## src/rtl/round_key_sequencer_if.sv

```systemverilog
// rtl/round_key_sequencer_if.sv - key-set load and round-key stream bundle for round_key_sequencer
// The producer side is master; the sequencer is slave.
interface round_key_sequencer_if #(
   parameter int NUM_ROUNDS = 10,
   parameter int RK_BITS    = 128,
   parameter int IDX_BITS   = 4
);
   logic                              loadValid;
   logic                              loadReady;
   logic [(NUM_ROUNDS+1)*RK_BITS-1:0] roundKeys;
   logic                              loadDecrypt;
   logic                              flush;
   logic                              replay;
   logic                              rkValid;
   logic                              rkReady;
   logic [RK_BITS-1:0]                rkData;
   logic [IDX_BITS-1:0]               rkIndex;
   logic                              rkLast;

   modport master (
      output loadValid, roundKeys, loadDecrypt, flush, replay, rkReady,
      input  loadReady, rkValid, rkData, rkIndex, rkLast
   );

   modport slave (
      input  loadValid, roundKeys, loadDecrypt, flush, replay, rkReady,
      output loadReady, rkValid, rkData, rkIndex, rkLast
   );
endinterface

```

## src/rtl/round_key_sequencer.sv

```systemverilog
// rtl/round_key_sequencer.sv - holds one expanded key set and streams it one round key per handshake
// Optional ROUND_KEY_REPLAY_EN: keep the store after a stream and restart it on replay.
module round_key_sequencer #(
   parameter int NUM_ROUNDS = 10,
   parameter int RK_BITS    = 128,
   parameter int IDX_BITS   = 4
) (
   input  logic                   clock,
   input  logic                   resetN,
   round_key_sequencer_if.slave   sif
);
   typedef enum logic {IDLE, STREAM} state_t;

   localparam logic [IDX_BITS-1:0] LAST_IDX = IDX_BITS'(NUM_ROUNDS);

   state_t                             state_q, state_d;
   logic [IDX_BITS-1:0]                idx_q, idx_d;
   logic                               dec_q, dec_d;
   logic [NUM_ROUNDS:0][RK_BITS-1:0]   store_q, store_d;
   logic                               streaming;
   logic                               is_last;
   logic                               fire;

`ifdef ROUND_KEY_REPLAY_EN
   logic have_q, have_d;
`else
   logic replay_unused;
   assign replay_unused = sif.replay;
`endif

   assign streaming = (state_q == STREAM);
   assign is_last   = dec_q ? (idx_q == '0) : (idx_q == LAST_IDX);
   assign fire      = streaming & sif.rkReady;

   // Outputs are decoded from registered state so an async reset clears them immediately.
   assign sif.loadReady = ~streaming;
   assign sif.rkValid   = streaming;
   assign sif.rkData    = streaming ? store_q[idx_q] : '0;
   assign sif.rkIndex   = streaming ? idx_q : '0;
   assign sif.rkLast    = streaming & is_last;

   always_comb begin
      state_d = state_q;
      idx_d   = idx_q;
      dec_d   = dec_q;
      store_d = store_q;
`ifdef ROUND_KEY_REPLAY_EN
      have_d  = have_q;
`endif
      case (state_q)
         IDLE: begin
            if (!sif.flush) begin
               if (sif.loadValid) begin
                  store_d = sif.roundKeys;
                  dec_d   = sif.loadDecrypt;
                  idx_d   = sif.loadDecrypt ? LAST_IDX : '0;
                  state_d = STREAM;
`ifdef ROUND_KEY_REPLAY_EN
                  have_d  = 1'b1;
               end else if (sif.replay && have_q) begin
                  idx_d   = dec_q ? LAST_IDX : '0;
                  state_d = STREAM;
`endif
               end
            end
         end
         STREAM: begin
            // A transfer in the flush cycle has already been handed over; only the stream ends.
            if (sif.flush) begin
               state_d = IDLE;
            end else if (fire) begin
               if (is_last) begin
                  state_d = IDLE;
               end else if (dec_q) begin
                  idx_d = idx_q - IDX_BITS'(1);
               end else begin
                  idx_d = idx_q + IDX_BITS'(1);
               end
            end
         end
         default: state_d = IDLE;
      endcase
   end

   always_ff @(posedge clock or negedge resetN) begin
      if (!resetN) begin
         state_q <= IDLE;
         idx_q   <= '0;
         dec_q   <= 1'b0;
         store_q <= '0;
      end else begin
         state_q <= state_d;
         idx_q   <= idx_d;
         dec_q   <= dec_d;
         store_q <= store_d;
      end
   end

`ifdef ROUND_KEY_REPLAY_EN
   always_ff @(posedge clock or negedge resetN) begin
      if (!resetN) begin
         have_q <= 1'b0;
      end else begin
         have_q <= have_d;
      end
   end
`endif
endmodule
```

## src/flat_wrapper.sv

```systemverilog
// flat-port wrapper written by rule: the top's interface ports become plain ports
module round_key_sequencer_flat 
#(
   parameter int NUM_ROUNDS = 10,
   parameter int RK_BITS    = 128,
   parameter int IDX_BITS   = 4
)
  (clock, resetN, sif_loadValid, sif_roundKeys, sif_loadDecrypt, sif_flush, sif_replay, sif_rkReady, sif_loadReady, sif_rkValid, sif_rkData, sif_rkIndex, sif_rkLast);
  round_key_sequencer_if #(.NUM_ROUNDS(NUM_ROUNDS), .RK_BITS(RK_BITS), .IDX_BITS(IDX_BITS)) sif_i ();
  input  logic clock;
  input  logic resetN;
  input wire logic [$bits(sif_i.loadValid)-1:0] sif_loadValid;
  input wire logic [$bits(sif_i.roundKeys)-1:0] sif_roundKeys;
  input wire logic [$bits(sif_i.loadDecrypt)-1:0] sif_loadDecrypt;
  input wire logic [$bits(sif_i.flush)-1:0] sif_flush;
  input wire logic [$bits(sif_i.replay)-1:0] sif_replay;
  input wire logic [$bits(sif_i.rkReady)-1:0] sif_rkReady;
  output wire logic [$bits(sif_i.loadReady)-1:0] sif_loadReady;
  output wire logic [$bits(sif_i.rkValid)-1:0] sif_rkValid;
  output wire logic [$bits(sif_i.rkData)-1:0] sif_rkData;
  output wire logic [$bits(sif_i.rkIndex)-1:0] sif_rkIndex;
  output wire logic [$bits(sif_i.rkLast)-1:0] sif_rkLast;
  assign sif_i.loadValid = sif_loadValid;
  assign sif_i.roundKeys = sif_roundKeys;
  assign sif_i.loadDecrypt = sif_loadDecrypt;
  assign sif_i.flush = sif_flush;
  assign sif_i.replay = sif_replay;
  assign sif_i.rkReady = sif_rkReady;
  assign sif_loadReady = sif_i.loadReady;
  assign sif_rkValid = sif_i.rkValid;
  assign sif_rkData = sif_i.rkData;
  assign sif_rkIndex = sif_i.rkIndex;
  assign sif_rkLast = sif_i.rkLast;
  round_key_sequencer #(.NUM_ROUNDS(NUM_ROUNDS), .RK_BITS(RK_BITS), .IDX_BITS(IDX_BITS)) u_core (.clock(clock), .resetN(resetN), .sif(sif_i));
endmodule
```

## config.mk

```make
export PLATFORM = sky130hd
export DESIGN_NAME = round_key_sequencer_flat
export DESIGN_NICKNAME = d
export VERILOG_FILES = /design/src/rtl/round_key_sequencer_if.sv /design/src/rtl/round_key_sequencer.sv /design/src/flat_wrapper.sv
export SDC_FILE = /design/constraint.sdc
export NUM_CORES = 2
export LEC_CHECK = 0
export ABC_CLOCK_PERIOD_IN_PS = 2300
export CAP_MARGIN = 10
export CELL_PAD_IN_SITES_DETAIL_PLACEMENT = 0
export CELL_PAD_IN_SITES_GLOBAL_PLACEMENT = 1
export CORE_AREA = 2 2 595 597
export DETAILED_ROUTE_END_ITERATION = 8
export DIE_AREA = 0 0 597 599
export PLACE_DENSITY_LB_ADDON = 0.05
export REMOVE_ABC_BUFFERS = 1
export SLEW_MARGIN = 10
export SYNTH_ARGS = -nofsm -noshare
export SYNTH_HDL_FRONTEND = slang
export SYNTH_SLANG_ARGS = --single-unit
```

## constraint.sdc

```tcl
create_clock -name clock -period 2.3 [get_ports clock]
set_input_delay 0.345 -clock clock [delete_from_list [all_inputs] [get_ports clock]]
set_output_delay 0.345 -clock clock [all_outputs]
set_load 0.005 [all_outputs]
```

==> results by stage <==
Run status:
- The flow ran to the end, but the final reports show violations.
- The checks that failed: negative setup slack.

Final layout:
- The area growth from synthesis to layout is 70.69%.
- The layout has 36,906 filler cells.
- The core utilization of the finished layout is 30.98%.
- The finished cells cover 108,800 sq um.
- In the final layout, the share of cells above drive strength 1 is 17.26%.
- The non-filler instance count after layout is 14,732.
- The number of nets at the end of the flow is 11,337.

Synth:
- Synthesis inferred 1,414 register bits.
- The synthesized netlist devotes 0.07065% of its cell area to adder and majority cells.
- In this run, synthesis inferred 0 flip-flops with an integrated enable.
- The most frequently used flop master after synthesis is sky130_fd_sc_hd__dfrtp_1.
- By area, the combinational part of the netlist is dominated by simple AND/OR/NAND/NOR gates.
- The area of the mapped netlist is 63,760 sq um.
- The synthesized-area fraction occupied by and/or/nand/nor cells is 25.81%.
- For this run, the number of Yosys warnings is 0.
- The synthesized netlist devotes 2.441% of its cell area to compound gates.
- The synthesized netlist contains 37 unique library cells.
- Of all flip-flops after synthesis, the portion carrying an async set or reset was 100.0%.
- The synthesized area per cell is 9.061 sq um.
- The proportion of synthesized chip area in sequential cells is 55.50%.
- The parity-gate share of the synthesized area counting xor and xnor cells is 0.01374%.
- The number of instances in the synthesized netlist is 7,037.
- The portion of synthesized area spent on multiplexers is 13.11%.

Pwr:
- Summed over all cells, the static leakage comes to 50.76 nW.
- Combinational cells account for 39.2% of the total power.
- The total chip power is 0.1026 W.
- The sequential fraction of design power is 31.6%.
- VDD sags by at most 949.3 uV.
- The fraction of power consumed by the clock network is 29.2%.
- The total power density per cell area is 942.4 nW/um^2.
- The net switching share of the total power is 33.75%.
- For this design the total switching power over the nets is 0.03462 W.
- The internal power of the cells totals 0.06795 W.

Placement:
- The post-detailed-placement half-perimeter wirelength is 274,500 um.
- Before CTS, the worst setup slack after placement is -966.4 ps.
- Once placement finished, the instance area stood at 88,930 sq um.
- At the end of routability-driven placement, the weighted congestion stood at 0.8082.
- Including well taps, the total number of placed cells is 13,256.
- Port buffering added 1,548 buffers.

Run:
- The count of max-cap constraint violations is 0.

Worst hold path:
- The startpoint of the tightest hold check path is sif_roundKeys[1219].
- The path type of the worst min-delay path is in -> reg.
- Along the worst hold path, the cell count comes to 3.

GRT:
- Entering global routing, the biggest net connects 91 pins.
- The number of global-route vias before repair was 63,886.
- The initial antenna violation count is 163.
- The first-pass GRT wire length is 498,300 um.
- Global routing consumed, over all layers together, 19.66% of the routing resources.
- The remaining global-route overflow is 0.

Die:
- The chip height is 599 um.
- The row count is 218.
- The floorplan step set the die width to 597 um.
- In this run the count of I/O pins placed on the die edge is 1,550.
- The die covers 357,600 sq um.
- The initial utilization of the core area, before any placement, comes to 18.15%.
- In this run the standard cell core region covers 351,300 sq um.

STA:
- The number of hold violations in the final report is 0.
- The worst relative slew slack is 53.20%.
- The actual transition at the worst max-transition pin is 702.0 ps.
- The fmax is 284.9 MHz.
- The total of endpoints with negative setup slack in the final report is 605.
- The ratio of final minimum period to clock period is 152.6%.
- The number of max-slew violations in the final report is 0.
- For the finished layout, the period the worst path requires is 3510 ps.
- Setup slack on the critical path of the routed design comes to -1210 ps.
- The largest clock skew in the final design is 47.95 ps.
- Setup repair after global routing could not meet its margin everywhere.

Worst setup path:
- The worst setup path is of the reg -> out kind.
- The cell with the largest stage delay on the worst path is sky130_fd_sc_hd__mux4_2.
- The most numerous cell type found on the critical path is sky130_fd_sc_hd__buf_4.
- In this run the critical register-to-register path is launched from u_core.idx_q[0].
- Data on the critical path arrives at its endpoint at 3170 ps.
- The critical path starts at u_core.idx_q[0].
- Traced cell by cell, the critical path runs through buf_12, buf_16, buf_4, mux4_2, mux2i_4, o22ai_1, buf_4, dlygate4sd2_1.
- The number of cells on the worst reg-to-reg path is 12.
- In this run the worst path has a maximum fanout of 6.
- The largest stage delay on the critical path is 540 ps.
- Across all register-to-register paths, the minimum setup slack is -170 ps.
- The worst setup path is captured at a primary output.
- STA classifies the critical path startpoint as a register.
- The required time of the critical path is 1960 ps.

Routing:
- The final layout contains routed wiring with a total length of 370,700 um.
- Once detail routing completed, the nets flagged for antenna violations numbered 0.
- The count of vias placed by the detailed router is 60,453.
- The via-per-instance ratio is 4.104.
- The routed length per placed instance is 25.16 um.
- After the first detailed-routing iteration, the DRC count stood at 3,359.
- The final routed DRC violation total is 0.
- The first TritonRoute pass finished after 7 iterations.

Clocking:
- The clock sink count is 1,414.
- The CTS tree is done.
- After clock tree synthesis, the clock-pin slew on the worst setup and hold paths is 50 ps.
- TritonCTS created 192 clock buffers.
- The longest clock path from root to sink contains 4 buffers.
- Clock latency on the worst-skew pair, taken at its later pin, is 880 ps.
- The H-tree depth reported by CTS is 4.
- The cell at the root of the clock tree is sky130_fd_sc_hd__clkbuf_16.
==> per-stage QoR <==
step,setup TNS [ps],hold WS (ps)
floorplan,-,49.41
global route,-302850,14.46
global placement,-67870,341.8
finish,-150090,59.70
CTS,-232040,0.01255
detailed placement,-67340,343.0
==> critical path: cells and delay by family (launching register included) <==
family	cells	cell delay, ps
AO/OA/AOI/OAI	1	120
buffers and inverters	5	930
flip-flops	1	510
multiplexers	2	730
==> power by group through the flow <==
stage	Combinational, W	Sequential, W	Clock [W]
finish	0.0402	0.0324	0.0299
global placement	0.0318	0.0328	0
detailed placement	0.0318	0.0327	0
global route	0.0432	0.0329	0.0320
floorplan	0.0139	0.0312	0
CTS	0.0368	0.0324	0.0311
==> what timing repair did <==
item,4_1_cts,5_1_grt
hold buffers,771,0
setup buffers,98,224
pin swaps,34,129
gates resized for setup,494,568
gates cloned,10,42
endpoints found under the hold margin,1652,0
endpoints found under the setup margin,138,1344
==> path summary, 6_finish.rpt <==
kind / endpoint
setup / recovery: sif_rkData[109]
hold reg to reg: u_core.store_q[999]
hold / removal: u_core.store_q[1219]
max in group asynchronous: u_core.store_q[412]
min in group asynchronous: u_core.store_q[110]
setup reg to reg: u_core.idx_q[2]
==> cell families after synthesis <==
group / count (synthesis)
AOI/OAI and AO/OA: 270
xor gates and xnor gates: 1
adders and majority gates: 3
buffers and inverters: 462
DFF: 1414
muxes: 514
and+or+nand+nor: 4373
==> flip-flops by register name, indices dropped and copies added (netlist names) <==
register,flops
u_core.idx_q,4
u_core.dec_q,1
u_core.sif.rkValid,1
u_core.store_q,1408
==> cell usage after synthesis (2+ instances only) <==
cell,n,share of area [%]
sky130_fd_sc_hd__ha_1,2,0.039
sky130_fd_sc_hd__buf_1,59,0.35
sky130_fd_sc_hd__clkbuf_1,238,1.4
sky130_fd_sc_hd__a311oi_1,2,0.027
sky130_fd_sc_hd__a21oi_1,130,1.0
sky130_fd_sc_hd__buf_2,156,1.2
sky130_fd_sc_hd__o22ai_1,128,1.3
sky130_fd_sc_hd__nor2_1,133,0.78
sky130_fd_sc_hd__mux2_4,2,0.047
sky130_fd_sc_hd__and3_1,2,0.020
sky130_fd_sc_hd__dfrtp_1,1414,55
sky130_fd_sc_hd__o21ai_0,3,0.024
sky130_fd_sc_hd__nand3_1,2,0.016
sky130_fd_sc_hd__mux4_2,256,9.0
sky130_fd_sc_hd__buf_4,3,0.035
sky130_fd_sc_hd__inv_1,4,0.024
sky130_fd_sc_hd__mux2i_1,256,4.0
sky130_fd_sc_hd__and2_1,3,0.029
sky130_fd_sc_hd__nand2_1,4226,25
==> layout make-up <==
class	instances	area [sq um]	area share [%]
tap	4620	5781	5.311
multi-input combinational	5161	28000	25.72
clock buffer	295	5703	5.240
antenna	49	122.6	0.1127
inverter	5	33.78	0.03104
timing repair buffer	3145	33370	30.66
sequential	1414	35400	32.52
clock inverter	43	431.7	0.3966
==> layout by cell type, fill, tap and decap left out, types with 53 or more instances in the layout <==
| cell type | Yosys | final |
|---|---|---|
| sky130_fd_sc_hd__nand2_1 | 4226 | 4214 |
| sky130_fd_sc_hd__dfrtp_1 | 1414 | 1410 |
| sky130_fd_sc_hd__buf_12 | 0 | 186 |
| sky130_fd_sc_hd__dlygate4sd3_1 | 0 | 771 |
| sky130_fd_sc_hd__nor2_1 | 133 | 122 |
| sky130_fd_sc_hd__buf_4 | 3 | 433 |
| sky130_fd_sc_hd__buf_6 | 1 | 130 |
| sky130_fd_sc_hd__clkbuf_1 | 238 | 53 |
| sky130_fd_sc_hd__a21oi_1 | 130 | 67 |
| sky130_fd_sc_hd__a21oi_2 | 0 | 54 |
| sky130_fd_sc_hd__buf_2 | 156 | 80 |
| sky130_fd_sc_hd__o22ai_2 | 0 | 53 |
| sky130_fd_sc_hd__mux2i_1 | 256 | 209 |
| sky130_fd_sc_hd__mux4_2 | 256 | 256 |
| sky130_fd_sc_hd__clkbuf_16 | 0 | 234 |
| sky130_fd_sc_hd__clkdlybuf4s50_1 | 0 | 1412 |
==> routing by layer <==
| layer | track usage, % | share of wire (%) | vias to the layer above |
|---|---|---|---|
| li1 | - | - | 28336 |
| met1 | 25.29 | 43 | 29802 |
| met2 | 33.50 | 48 | 1677 |
| met3 | 3.600 | 4.9 | 568 |
| met4 | 5.650 | 3.3 | 70 |
| met5 | 0 | 0.12 | - |
(Power assumes the default switching activity.)
